File: src/rtl/hazard_unit.sv
// ---------------------------------------------------------------------------
// hazard_unit
//
// Stall/flush controller for the 5-stage pipeline. It resolves the hazards
// that operand bypassing cannot cover: load-use, icache miss, dcache wait,
// taken branch/jump redirect, and halt. It drives the PC enable plus the
// enable/flush pair of every pipeline latch.
//
// Ports
//   CLK, RST              pipeline clock, asynchronous active-high reset
//   ihit                  icache delivers a valid instruction this cycle
//   dhit                  dcache completes the MEM-stage access this cycle
//   mem_dREN, mem_dWEN    MEM-stage load / store request
//   ex_MemRead, ex_regRt  EX-stage instruction is a load, and its dest reg
//   id_regRs, id_regRt    source registers of the ID-stage instruction
//   id_usesRt             ID instruction really reads Rt
//   mem_redirect          taken branch/jump resolved in MEM
//   wb_halt               HALT instruction in WB
//   pc_en, *_en           PC / latch enables
//   *_flush               latch loads a bubble (nop, all controls 0)
//   dwait                 state is DWAIT
//   halted                state is HALTED (sticky until RST)
//   stall_cnt             saturating count of pc_en=0 cycles outside HALTED
//
// Handshake: there is no valid/ready protocol here. ihit and dhit are
// single-cycle completion strobes sampled combinationally; every output is a
// zero-latency function of the registered state and the current inputs.
// ---------------------------------------------------------------------------
module hazard_unit #(
    parameter int CNT_W = 16
) (
    input  logic             CLK,
    input  logic             RST,
    input  logic             ihit,
    input  logic             dhit,
    input  logic             mem_dREN,
    input  logic             mem_dWEN,
    input  logic             ex_MemRead,
    input  logic [4:0]       ex_regRt,
    input  logic [4:0]       id_regRs,
    input  logic [4:0]       id_regRt,
    input  logic             id_usesRt,
    input  logic             mem_redirect,
    input  logic             wb_halt,
    output logic             pc_en,
    output logic             ifid_en,
    output logic             idex_en,
    output logic             exmem_en,
    output logic             memwb_en,
    output logic             ifid_flush,
    output logic             idex_flush,
    output logic             exmem_flush,
    output logic             memwb_flush,
    output logic             dwait,
    output logic             halted,
    output logic [CNT_W-1:0] stall_cnt
);

    typedef enum logic [1:0] {
        RUN    = 2'd0,
        DWAIT  = 2'd1,
        HALTED = 2'd2
    } state_t;

    state_t state;
    state_t state_next;

    logic memmiss;
    logic loaduse;

    assign memmiss = (mem_dREN | mem_dWEN) & ~dhit;

    // $0 is hard-wired zero, so a load targeting it never creates a hazard.
    assign loaduse = ex_MemRead & (ex_regRt != 5'd0) &
                     ((ex_regRt == id_regRs) |
                      (id_usesRt & (ex_regRt == id_regRt)));

    // State register
    always_ff @(posedge CLK or posedge RST) begin
        if (RST) begin
            state <= RUN;
        end else begin
            state <= state_next;
        end
    end

    // Next-state logic. WB is bubbled throughout DWAIT, so wb_halt cannot
    // arrive there and DWAIT only ever returns to RUN.
    always_comb begin
        state_next = state;
        case (state)
            RUN: begin
                if (wb_halt) begin
                    state_next = HALTED;
                end else if (memmiss) begin
                    state_next = DWAIT;
                end
            end
            DWAIT: begin
                if (dhit) begin
                    state_next = RUN;
                end
            end
            HALTED: begin
                state_next = HALTED;
            end
            default: begin
                state_next = RUN;
            end
        endcase
    end

    // Output logic, highest priority first. A redirect that coincides with a
    // dcache miss is simply not seen: the freeze holds the branch in MEM and
    // the redirect takes effect in the dhit cycle.
    always_comb begin
        pc_en       = ihit;
        ifid_en     = ihit;
        idex_en     = 1'b1;
        exmem_en    = 1'b1;
        memwb_en    = 1'b1;
        ifid_flush  = 1'b0;
        idex_flush  = 1'b0;
        exmem_flush = 1'b0;
        memwb_flush = 1'b0;

        if (state == HALTED || wb_halt) begin
            pc_en    = 1'b0;
            ifid_en  = 1'b0;
            idex_en  = 1'b0;
            exmem_en = 1'b0;
            memwb_en = 1'b0;
        end else if (memmiss) begin
            // Freeze everything up to MEM; WB takes a bubble so the stalled
            // MEM instruction is never retired twice.
            pc_en       = 1'b0;
            ifid_en     = 1'b0;
            idex_en     = 1'b0;
            exmem_en    = 1'b0;
            memwb_flush = 1'b1;
        end else if (mem_redirect) begin
            // The target is loaded even if the icache is still missing.
            pc_en       = 1'b1;
            ifid_en     = 1'b1;
            ifid_flush  = 1'b1;
            idex_flush  = 1'b1;
            exmem_flush = 1'b1;
        end else if (loaduse) begin
            // One bubble: next cycle EX holds the nop and the hazard is gone.
            pc_en      = 1'b0;
            ifid_en    = 1'b0;
            idex_flush = 1'b1;
        end else if (!ihit) begin
            // pc_en / ifid_en already follow ihit; the flush pushes a nop
            // into ID so downstream latches keep draining.
            ifid_flush = 1'b1;
        end
    end

    assign dwait  = (state == DWAIT);
    assign halted = (state == HALTED);

    // Stall-cycle counter, saturating at all-ones.
    always_ff @(posedge CLK or posedge RST) begin
        if (RST) begin
            stall_cnt <= '0;
        end else if (!pc_en && state != HALTED &&
                     stall_cnt != {CNT_W{1'b1}}) begin
            stall_cnt <= stall_cnt + CNT_W'(1);
        end
    end

endmodule

File: config.mk
export PLATFORM = sky130hd
export DESIGN_NAME = hazard_unit
export DESIGN_NICKNAME = d
export VERILOG_FILES = /design/src/rtl/hazard_unit.sv
export SDC_FILE = /design/constraint.sdc
export NUM_CORES = 1
export LEC_CHECK = 0
export CAP_MARGIN = 30
export CORE_MARGIN = 4
export CORE_UTILIZATION = 41
export DETAILED_ROUTE_END_ITERATION = 6
export GPL_TIMING_DRIVEN = 0
export PLACE_DENSITY_LB_ADDON = 0.12
export SLEW_MARGIN = 0
export SYNTH_ARGS = -nofsm -noshare
export SYNTH_HDL_FRONTEND = slang
export SYNTH_SLANG_ARGS = --single-unit
export TNS_END_PERCENT = 50
File: constraint.sdc
create_clock -name CLK -period 2.5 [get_ports CLK]
set_input_delay 0.5 -clock CLK [delete_from_list [all_inputs] [get_ports CLK]]
set_output_delay 0.5 -clock CLK [all_outputs]
set_load 0.02 [all_outputs]
==> results of run 1 <==
stage by stage:
stage / setup slack (ps) / setup TNS [ps] / instances
after global routing: -77.4 / -165 / 215
after CTS: 1.88 / 0 / 212
after global placement: -862 / -4880 / 201
after floorplan: 42.0 / 0 / 120
final: 33.4 / 0 / 215
after detailed placement: -875 / -5210 / 201
worst max-delay path: cells and delay by family:
| family | cells | cell delay (ps) |
|---|---|---|
| buffers and inverters | 3 | 320 |
| and+or+nand+nor | 3 | 860 |
| AOI/OAI and AO/OA | 2 | 290 |
cells in the final DEF, fill, tap and decap left out, types with 5 or more instances in the layout:
master,instances
sky130_fd_sc_hd__clkdlybuf4s50_1,28
sky130_fd_sc_hd__dfrtp_1,18
sky130_fd_sc_hd__nor2_1,13
sky130_fd_sc_hd__buf_4,13
sky130_fd_sc_hd__dlygate4sd2_1,13
sky130_fd_sc_hd__xnor2_1,12
sky130_fd_sc_hd__xor2_1,11
sky130_fd_sc_hd__nor3_1,9
sky130_fd_sc_hd__nand3_1,8
sky130_fd_sc_hd__nand2_1,6
sky130_fd_sc_hd__nand4_1,5
sky130_fd_sc_hd__buf_6,5
power by group through the flow:
stage | clock network [mW] | registers, mW | logic (mW)
3_5_place_dp | 0 | 0.455 | 0.436
2_1_floorplan | 0 | 0.523 | 0.145
6_report | 0.177 | 0.450 | 0.445
3_3_place_gp | 0 | 0.449 | 0.428
5_1_grt | 0.195 | 0.465 | 0.484
4_1_cts | 0.186 | 0.449 | 0.441
state kept, by name (all words and copies together) (netlist names):
signal     count
stall_cnt     16
state          2
routing by layer:
layer	wire length [um]	part of all wire	vias to the layer above
met3	145	0.052	0
met1	1160	0.41	506
met4	0	0	0
li1	-	-	547
met5	0	0	-
met2	1510	0.54	37
path summary, 6_finish.rpt:
path,startpoint,endpoint,slack (ps),cells after the start
setup / recovery,ex_regRt[4],pc_en,30,8
hold / removal,state[0]$_DFFE_PP0P_,state[1]$_DFFE_PP0P_,480,1
setup reg to reg,stall_cnt[0]$_DFFE_PP0P_,stall_cnt[1]$_DFFE_PP0P_,260,7
hold reg to reg,state[0]$_DFFE_PP0P_,state[1]$_DFFE_PP0P_,480,1
max in group asynchronous,RST,stall_cnt[13]$_DFFE_PP0P_,1430,2
min in group asynchronous,RST,stall_cnt[11]$_DFFE_PP0P_,620,2
final cells by class:
| type | count | area share |
|---|---|---|
| clock buffers | 4 | 0.0203 |
| plain buffers | 4 | 0.0175 |
| inverters | 4 | 0.00839 |
| repair buffers | 61 | 0.318 |
| well taps | 30 | 0.0210 |
| flip-flops and latches | 18 | 0.252 |
| multi-input cells | 94 | 0.363 |
cell families after synthesis:
kind of cell | synth area share
AOI/OAI and AO/OA | 0.0641
adders and majority gates | 0.0112
DFF | 0.405
xor gates and xnor gates | 0.181
muxes | 0.0292
and+or+nand+nor | 0.268
buffers and inverters | 0.0416
what timing repair did:
action / CTS / global route
setup endpoints to repair: 7 / 7
pin swaps: 12 / 4
resized for setup: 51 / 11
buffers inserted: 7 / 3
==> run_results.csv, run 1 <==
group,metric,value,unit
power,total_power,1.07,mW
power,switching_share,0.369,
global_routing,grt_antenna_before_repair,0,
finish,syn2layout_area_growth,60.9,%
sta,worst_clock_skew,4.10,ps
clocking,cts_max_path_buffers,2,
worst_setup_path,crit_chain,"buf_8, or4_4, o21ai_2, and2b_1, nor2b_1, o21a_1, buf_4, buf_6",
sta,timing.hold.ws,475,ps
power,clock_power_share,0.165,
worst_setup_path,timing.critical_path.slowest_stage_cell,"sky130_fd_sc_hd__or4_4",
sta,max-slew-margin-rel,0.523,
global_routing,global_route.overflow_total,0,
power,powerDensity,599,nW/um2
clocking,cts_root_buf,"sky130_fd_sc_hd__clkbuf_4",
status,status,"finished, final reports clean",
logic_synthesis,postSynthRegisterBits,18,
flow_run,maxCapViolations,0,
placement,dp.final_hpwl,2210,um
worst_setup_path,crit_fanout,3,
worst_setup_path,criticalPathCategory,"input port to primary output",
finish,final_util,0.709,
floorplanning,initial_core_util,0.441,
sta,worst_pin_slew,714,ps
power,intPower,0.676,mW
logic_synthesis,synthDistinctLibCells,31,
sta,timing.final.hold_violations,0,
global_routing,grt_usage,0.162,
logic_synthesis,synthMostInstantiatedCell,"sky130_fd_sc_hd__dfrtp_1",
detailed_routing,finalWirelength,2810,um
finish,multi_input_comb_area,649,um2
clocking,cts_hold_buf,0,
worst_setup_path,critPathCaptureType,"primary output",
floorplanning,die_w,60.1,um
placement,numPortBuffers,51,
finish,final-seq-area,450,um2
logic_synthesis,synth_flop_cell,"sky130_fd_sc_hd__dfrtp_1",
logic_synthesis,asyncSetResetFlopFracSynth,1.00,
worst_hold_path,hold_path.class,"register to register",
detailed_routing,dr.first_iter.drc_count,38,
logic_synthesis,number_of_enable_flip_flop_cells_after_synthesis,0,
clocking,cts.clk_slew.worst_paths,100,ps
clocking,cts-buffers-inserted,3,
floorplanning,die-height,60.1,um
power,power.static_leakage,0.747,nW
logic_synthesis,area_contributors_post_synth,"sky130_fd_sc_hd__dfrtp_1, sky130_fd_sc_hd__xnor2_1, sky130_fd_sc_hd__xor2_1",
detailed_routing,wire_length_per_cell_after_detailed_routing,13.1,um
logic_synthesis,syn_avg_cell_area,9.27,um2
power,irDropWorstVdd,0.889,mV
clocking,cts.sinks,18,
clocking,cts.htree.levels,1,
placement,gp_routability_congestion,0.724,
finish,final_layout_size_suffix_gt1_frac,0.189,
detailed_routing,route.vias.total,1090,
sta,report.final.slew_viol_count,0,
finish,layout.nets,212,
logic_synthesis,yosysWarnings,0,
logic_synthesis,share_of_the_yosys_chip_area_belonging_to_registers,0.405,
power,power_switching,0.395,mW
finish,fill_cells,212,
worst_setup_path,crit_path_start_kind,"input port",
worst_setup_path,worst_path_largest_cell_delay,530,ps
sta,finalCriticalPeriod,2470,ps
logic_synthesis,yosys.area.top_type_share,0.405,
logic_synthesis,synthCells,120,
logic_synthesis,synth_area,1110,um2
worst_setup_path,cp_data_arrival_time,1970,ps
global_routing,grt_use_met2,0.296,
logic_synthesis,mappedNetlistNets,146,
finish,layout.cell_area.non_filler,1790,um2
sta,finalSetupViolCount,0,
global_routing,number_of_global_route_vias_before_repair,1061,
clocking,cts_tree,"built",
finish,antenna_cells_inserted,0,
clocking,clk-insertion-delay-late,290,ps
power,comb_power_share,0.415,
detailed_routing,detail-route-antenna-nets,0,
global_routing,global_route.usage.met1,0.196,
detailed_routing,dr.pass1.iters,6,
floorplanning,rows,18,
global_routing,globalRoute.busiestLayer,"met2",
global_routing,grt_start_max_net_pins,19,
global_routing,grt_pass1_wl,4510,um
logic_synthesis,synth_top_cell_by_area,"sky130_fd_sc_hd__dfrtp_1",
sta,rsz0062_at_grt,"true",
detailed_routing,drc,0,
floorplanning,placeableCoreArea,2520,um2
floorplanning,floorplan.io_pins,52,
worst_setup_path,crit_required,2000,ps
sta,fmaxAchievable,405,MHz
placement,dpl-instance-area,1660,um2
floorplanning,die_area,3610,um2
sta,layout_worst_path_cycle_share,0.987,
detailed_routing,number_of_vias_per_cell_after_detailed_routing,5.07,
power,p_seq_frac,0.420,
logic_synthesis,yosys-top-cells-count,"sky130_fd_sc_hd__dfrtp_1, sky130_fd_sc_hd__nor2_1, sky130_fd_sc_hd__xnor2_1",
global_routing,grt_util_met3,0.0410,
(Power assumes the default switching activity.)
==> inputs of run 2 (changes only) <==
--- a/config.mk
+++ b/config.mk
@@ -6,7 +6,7 @@
 export NUM_CORES = 1
 export LEC_CHECK = 0
 export CAP_MARGIN = 30
-export CORE_MARGIN = 4
+export CORE_MARGIN = 3
 export CORE_UTILIZATION = 41
 export DETAILED_ROUTE_END_ITERATION = 6
 export GPL_TIMING_DRIVEN = 0
==> constraint.sdc (replaced) <==
create_clock -name CLK -period 2.8 [get_ports CLK]
set_input_delay 0.56 -clock CLK [delete_from_list [all_inputs] [get_ports CLK]]
set_output_delay 0.56 -clock CLK [all_outputs]
set_load 0.02 [all_outputs]
==> run 2 against run 1 <==
Worst hold slack gained 2.4 ps. Count of clock-buffer cells in the layout is the same. Non-clock buffer count shrank 7. Cell count shrank 3.3%. Wire length shrank 3.1%. Clock skew shrank 3.1 ps. Utilization shrank 2.4 points. Largest power group unchanged. Highest routed layer is now met4.
==> run_results.csv, run 2 (synthesis gave the netlist of run 1 again) <==
group,metric,value,unit
placement,gp_routability_congestion,0.724,
finish,syn2layout_area_growth,55.3,%
worst_setup_path,cp_data_arrival_time,2150,ps
detailed_routing,drc,0,
worst_setup_path,crit_required,2240,ps
global_routing,grt_pass1_wl,4750,um
worst_setup_path,r2r_start,"stall_cnt[0]$_DFFE_PP0P_",
power,irDropWorstVdd,0.729,mV
floorplanning,die-height,58.1,um
clocking,cts_tree,"built",
worst_hold_path,hold_path.class,"register to register",
flow_run,maxCapViolations,0,
sta,finalSetupViolCount,0,
power,comb_power_share,0.411,
power,clock_power_share,0.164,
clocking,cts_max_path_buffers,2,
sta,timing.final.hold_violations,0,
clocking,cts.sinks,18,
finish,regMostFlops,"stall_cnt",
global_routing,number_of_global_route_vias_before_repair,1147,
sta,max-slew-margin-rel,0.559,
worst_setup_path,reg2reg_slack,530,ps
placement,post-place-cells,201,
worst_setup_path,timing.critical_path.to,"pc_en",
sta,fmaxAchievable,368,MHz
sta,layout_worst_path_cycle_share,0.970,
sta,worst_pin_slew,660,ps
clocking,cts_hold_buf,0,
floorplanning,rows,18,
finish,finish.cell_count_without_fillers,208,
sta,final.setup.tns,0,ps
placement,dp_worst_setup_slack,-682,ps
clocking,clk-insertion-delay-late,290,ps
detailed_routing,detail-route-antenna-nets,0,
global_routing,grt_usage,0.179,
worst_setup_path,worstRegToRegCells,7,
clocking,cts_root_buf,"sky130_fd_sc_hd__clkbuf_4",
detailed_routing,number_of_vias_per_cell_after_detailed_routing,5.15,
finish,layout_common_cells,"sky130_fd_sc_hd__clkdlybuf4s50_1, sky130_fd_sc_hd__dfrtp_1, sky130_fd_sc_hd__nor2_1",
global_routing,grt_antenna_before_repair,0,
global_routing,grt_start_max_net_pins,19,
floorplanning,placeableCoreArea,2520,um2
placement,dp.final_hpwl,2190,um
sta,report.final.slew_viol_count,0,
finish,final_layout_size_suffix_gt1_frac,0.135,
finish,largest_registers,"stall_cnt: 16 flops, state: 2 flops",
detailed_routing,finalWirelength,2730,um
detailed_routing,dr.first_iter.drc_count,24,
sta,finalCriticalPeriod,2710,ps
power,power.static_leakage,0.697,nW
finish,final_util,0.685,
finish,antenna_cells_inserted,0,
global_routing,global_route.overflow_total,0,
floorplanning,floorplan.io_pins,52,
detailed_routing,route.vias.total,1071,
power,p_seq_frac,0.425,
worst_setup_path,setup.worst_path.start,"ex_regRt[3]",
power,switching_share,0.368,
clocking,cts.htree.levels,1,
worst_setup_path,criticalPathCategory,"input port to primary output",
clocking,cts-buffers-inserted,3,
worst_setup_path,critPathCaptureType,"primary output",
finish,layout.nets,205,
sta,post-route-worst-setup-slack,85.4,ps
status,status,"finished, final reports clean",
detailed_routing,wire_length_per_cell_after_detailed_routing,13.1,um
floorplanning,die_w,58.1,um
power,powerDensity,550,nW/um2
sta,worst_clock_skew,0.974,ps
floorplanning,initial_core_util,0.441,
power,intPower,0.601,mW
worst_setup_path,crit_fanout,3,
floorplanning,die_area,3370,um2
finish,largest_register_ff_count,16,
clocking,cts.clk_slew.worst_paths,100,ps
worst_setup_path,timing.rr.end,"stall_cnt[1]$_DFFE_PP0P_",
detailed_routing,dr.pass1.iters,4,
worst_setup_path,crit_path_start_kind,"input port",
power,power_switching,0.349,mW
placement,numPortBuffers,51,
finish,layout_commonest_cell,"sky130_fd_sc_hd__clkdlybuf4s50_1",
==> run 2: layout make-up <==
cell class | instances | area [um2]
buffer | 4 | 31.3
clock buffer | 4 | 36.3
fill | 240 | 795
inverter | 4 | 15.0
multi-input combinational | 94 | 638
sequential | 18 | 450
tap | 30 | 37.5
timing repair buffer | 54 | 519
==> run 2: power by group through the flow <==
stage               sequential, mW  clock [mW]  combinational, mW
global route                 0.414       0.177              0.426
detailed placement           0.406           0              0.388
finish                       0.403       0.156              0.390
CTS                          0.403       0.161              0.393
floorplan                    0.467           0              0.129
global placement             0.401           0              0.381
==> run 2: worst min-delay path by stage <==
| stage | startpoint | end | slack, ps | depth (start not counted) |
|---|---|---|---|---|
| floorplan | state[0]$_DFFE_PP0P_ | state[1]$_DFFE_PP0P_ | 440 | 1 |
| detailed placement | state[0]$_DFFE_PP0P_ | state[1]$_DFFE_PP0P_ | 470 | 1 |
| global route | state[0]$_DFFE_PP0P_ | state[1]$_DFFE_PP0P_ | 510 | 1 |
| global placement | state[0]$_DFFE_PP0P_ | state[1]$_DFFE_PP0P_ | 460 | 1 |
| finish | state[0]$_DFFE_PP0P_ | state[1]$_DFFE_PP0P_ | 480 | 1 |
| CTS | state[0]$_DFFE_PP0P_ | state[1]$_DFFE_PP0P_ | 480 | 1 |
==> run 2: per-layer routing <==
metal  global-route usage  share of wire  vias up
li1                     -              -      535
met1                0.211           0.41      498
met2                0.323           0.53       34
met3               0.0423          0.052        4
met4               0.0464          0.015        0
met5                    0              0        -
==> run 2: repair_timing <==
item	4_1_cts	5_1_grt
resized for setup	22	9
pin swaps	2	2
setup buffers	2	1
setup endpoints to repair	7	5
==> run 2: stage by stage <==
stage	power [mW]	hold WS (ps)	instance area (um2)
6_report	0.950	478	1730
4_1_cts	0.958	484	1720
2_1_floorplan	0.596	439	1110
3_5_place_dp	0.794	470	1660
3_3_place_gp	0.782	457	1660
5_1_grt	1.02	514	1730
==> run 2: critical path: stages <==
cell	delay (ps)
sky130_fd_sc_hd__clkdlybuf4s15_1	230
sky130_fd_sc_hd__or4_4	500
sky130_fd_sc_hd__o21ai_2	140
sky130_fd_sc_hd__and2b_2	240
sky130_fd_sc_hd__nor2b_1	120
sky130_fd_sc_hd__o21a_1	130
sky130_fd_sc_hd__buf_4	100
sky130_fd_sc_hd__buf_4	120
==> inputs of run 3 (changes only) <==
--- a/config.mk
+++ b/config.mk
@@ -9,7 +9,6 @@
 export CORE_MARGIN = 3
 export CORE_UTILIZATION = 41
 export DETAILED_ROUTE_END_ITERATION = 6
-export GPL_TIMING_DRIVEN = 0
 export PLACE_DENSITY_LB_ADDON = 0.12
 export SLEW_MARGIN = 0
 export SYNTH_ARGS = -nofsm -noshare
==> run 3 against run 2 <==
Register-to-register slack improved by 120 ps. Setup slack lost 48 ps. Clock skew is essentially flat. Combinational power about the same. Highest routed layer unchanged. Power is 0.51% higher. Critical path depth shrank 1. Count of clock-buffer cells in the layout did not move. Sequential power hardly changed. Cell count rose by 2.4%. First-iteration DRC count rose by 8.3%. Clock power is essentially flat.
==> run_results.csv, run 3 (synthesis gave the netlist of run 1 again) <==
group,metric,value,unit
worst_setup_path,criticalPathCategory,"input port to primary output",
worst_setup_path,crit_fanout,3,
global_routing,grt_pass1_wl,4580,um
clocking,cts_root_buf,"sky130_fd_sc_hd__clkbuf_4",
sta,worst_pin_slew,668,ps
clocking,cts.sinks,18,
finish,final_layout_size_suffix_gt1_frac,0.137,
global_routing,number_of_global_route_vias_before_repair,1098,
detailed_routing,detail-route-antenna-nets,0,
clocking,cts-buffers-inserted,3,
placement,gp_routability_congestion,0.750,
global_routing,global_route.overflow_total,0,
sta,post-route-worst-setup-slack,37.6,ps
worst_hold_path,hold_path.class,"register to register",
worst_setup_path,worst-path-stages,7,
sta,report.final.slew_viol_count,0,
worst_setup_path,cp_data_arrival_time,2200,ps
worst_hold_path,timing.hold.worst_endpoint,"state[1]$_DFFE_PP0P_",
worst_setup_path,worstRegToRegCells,7,
floorplanning,die_area,3370,um2
worst_setup_path,crit_path_start_kind,"input port",
floorplanning,placeableCoreArea,2520,um2
worst_setup_path,critPathCaptureType,"primary output",
power,irDropWorstVdd,0.687,mV
sta,layout_worst_path_cycle_share,0.987,
floorplanning,die_w,58.1,um
worst_hold_path,worst_min_path_start,"state[0]$_DFFE_PP0P_",
worst_setup_path,timing.critical_path.slowest_stage_cell,"sky130_fd_sc_hd__or4_4",
worst_setup_path,worst_path_largest_cell_delay,430,ps
detailed_routing,drc,0,
clocking,cts.htree.levels,1,
sta,finalCriticalPeriod,2760,ps
detailed_routing,number_of_vias_per_cell_after_detailed_routing,5.18,
detailed_routing,dr.first_iter.drc_count,26,
clocking,clk-insertion-delay-late,290,ps
detailed_routing,route.vias.total,1104,
floorplanning,initial_core_util,0.441,
power,powerDensity,543,nW/um2
clocking,cts_max_path_buffers,2,
detailed_routing,wire_length_per_cell_after_detailed_routing,12.5,um
worst_setup_path,reg2reg_slack,650,ps
power,power.static_leakage,0.713,nW
floorplanning,floorplan.io_pins,52,
finish,regMostFlops,"stall_cnt",
clocking,cts_hold_buf,0,
flow_run,maxCapViolations,0,
sta,timing.final.hold_violations,0,
global_routing,grt_usage,0.171,
detailed_routing,finalWirelength,2660,um
global_routing,grt_start_max_net_pins,19,
worst_setup_path,r2r_start,"stall_cnt[0]$_DFFE_PP0P_",
placement,dp_worst_setup_slack,-568,ps
clocking,post-cts-setup-buffer-count,0,
finish,syn2layout_area_growth,58.2,%
placement,numPortBuffers,51,
finish,largest_register_ff_count,16,
finish,layout.nets,210,
worst_setup_path,timing.rr.end,"stall_cnt[1]$_DFFE_PP0P_",
finish,layout_common_cells,"sky130_fd_sc_hd__clkdlybuf4s50_1, sky130_fd_sc_hd__dfrtp_1, sky130_fd_sc_hd__nor2_1",
status,status,"finished, final reports clean",
worst_setup_path,crit_chain,"clkdlybuf4s50_1, or4_4, o21ai_2, and2b_1, nor2b_1, o21a_1, buf_4",
clocking,cts_tree,"built",
worst_setup_path,path_delay_family,"simple AND/OR/NAND/NOR gates",
sta,final.setup.tns,0,ps
detailed_routing,dr.pass1.iters,4,
worst_hold_path,hold_depth,1,
floorplanning,rows,18,
sta,fmaxAchievable,362,MHz
placement,dp.final_hpwl,2170,um
finish,largest_registers,"stall_cnt: 16 flops, state: 2 flops",
worst_setup_path,crit_required,2240,ps
worst_setup_path,timing.critical_path.buf_inv,2,
sta,rsz0062_at_grt,"true",
finish,final_util,0.697,
floorplanning,die-height,58.1,um
global_routing,grt_antenna_before_repair,0,
sta,worst_clock_skew,1.35,ps
finish,antenna_cells_inserted,0,
sta,finalSetupViolCount,0,
clocking,cts.clk_slew.worst_paths,100,ps
finish,layout_commonest_cell,"sky130_fd_sc_hd__clkdlybuf4s50_1",
power,total_power,0.954,mW
sta,max-slew-margin-rel,0.554,
## run 3: metrics by stage
| stage | cell area (um2) | hold slack (ps) | std cells |
|---|---|---|---|
| CTS | 1760 | 482 | 213 |
| global placement | 1730 | 457 | 209 |
| floorplan | 1110 | 439 | 120 |
| global route | 1760 | 523 | 213 |
| detailed placement | 1730 | 469 | 209 |
| finish | 1760 | 477 | 213 |
## run 3: routing by layer
metal | GRT usage | vias to the layer above | share of wire
li1 | - | 544 | -
met4 | 0.0298 | 0 | 0.0038
met5 | 0 | - | 0
met1 | 0.194 | 525 | 0.41
met3 | 0.0445 | 3 | 0.056
met2 | 0.321 | 32 | 0.53
## run 3: worst max path at each step
stage,from,end
floorplan,mem_dWEN,pc_en
global placement,ex_regRt[1],ifid_en
detailed placement,ex_regRt[1],pc_en
CTS,mem_dWEN,exmem_flush
global route,ex_regRt[2],pc_en
finish,ex_regRt[2],pc_en
## run 3: final cells by class
type	count	area, um2
Clock buffer	4	36.3
Inverter	4	15.0
Multi-Input combinational cell	94	619
Timing Repair Buffer	63	601
Sequential cell	18	450
Tap cell	30	37.5
Fill cell	238	763
## run 3: worst register-to-register path, delay by kind of cell, from the launching register on
kind | cells | cell delay (ps)
buffers and inverters | 1 | 160
AO/OA/AOI/OAI | 1 | 200
AND/OR/NAND/NOR | 3 | 710
adder cells (fa/ha/maj) | 1 | 220
multiplexers | 1 | 320
flip-flops | 1 | 450
## run 3: what timing repair did
item / CTS / global route
hold endpoints to repair: 0 / 0
pin swaps: 2 / 0
gates resized for setup: 23 / 1
setup endpoints to repair: 4 / 2
## run 3: power by group
group / internal, mW / switching (mW)
Combinational: 0.208 / 0.185
Clock: 0.0793 / 0.0791
Sequential: 0.318 / 0.0844
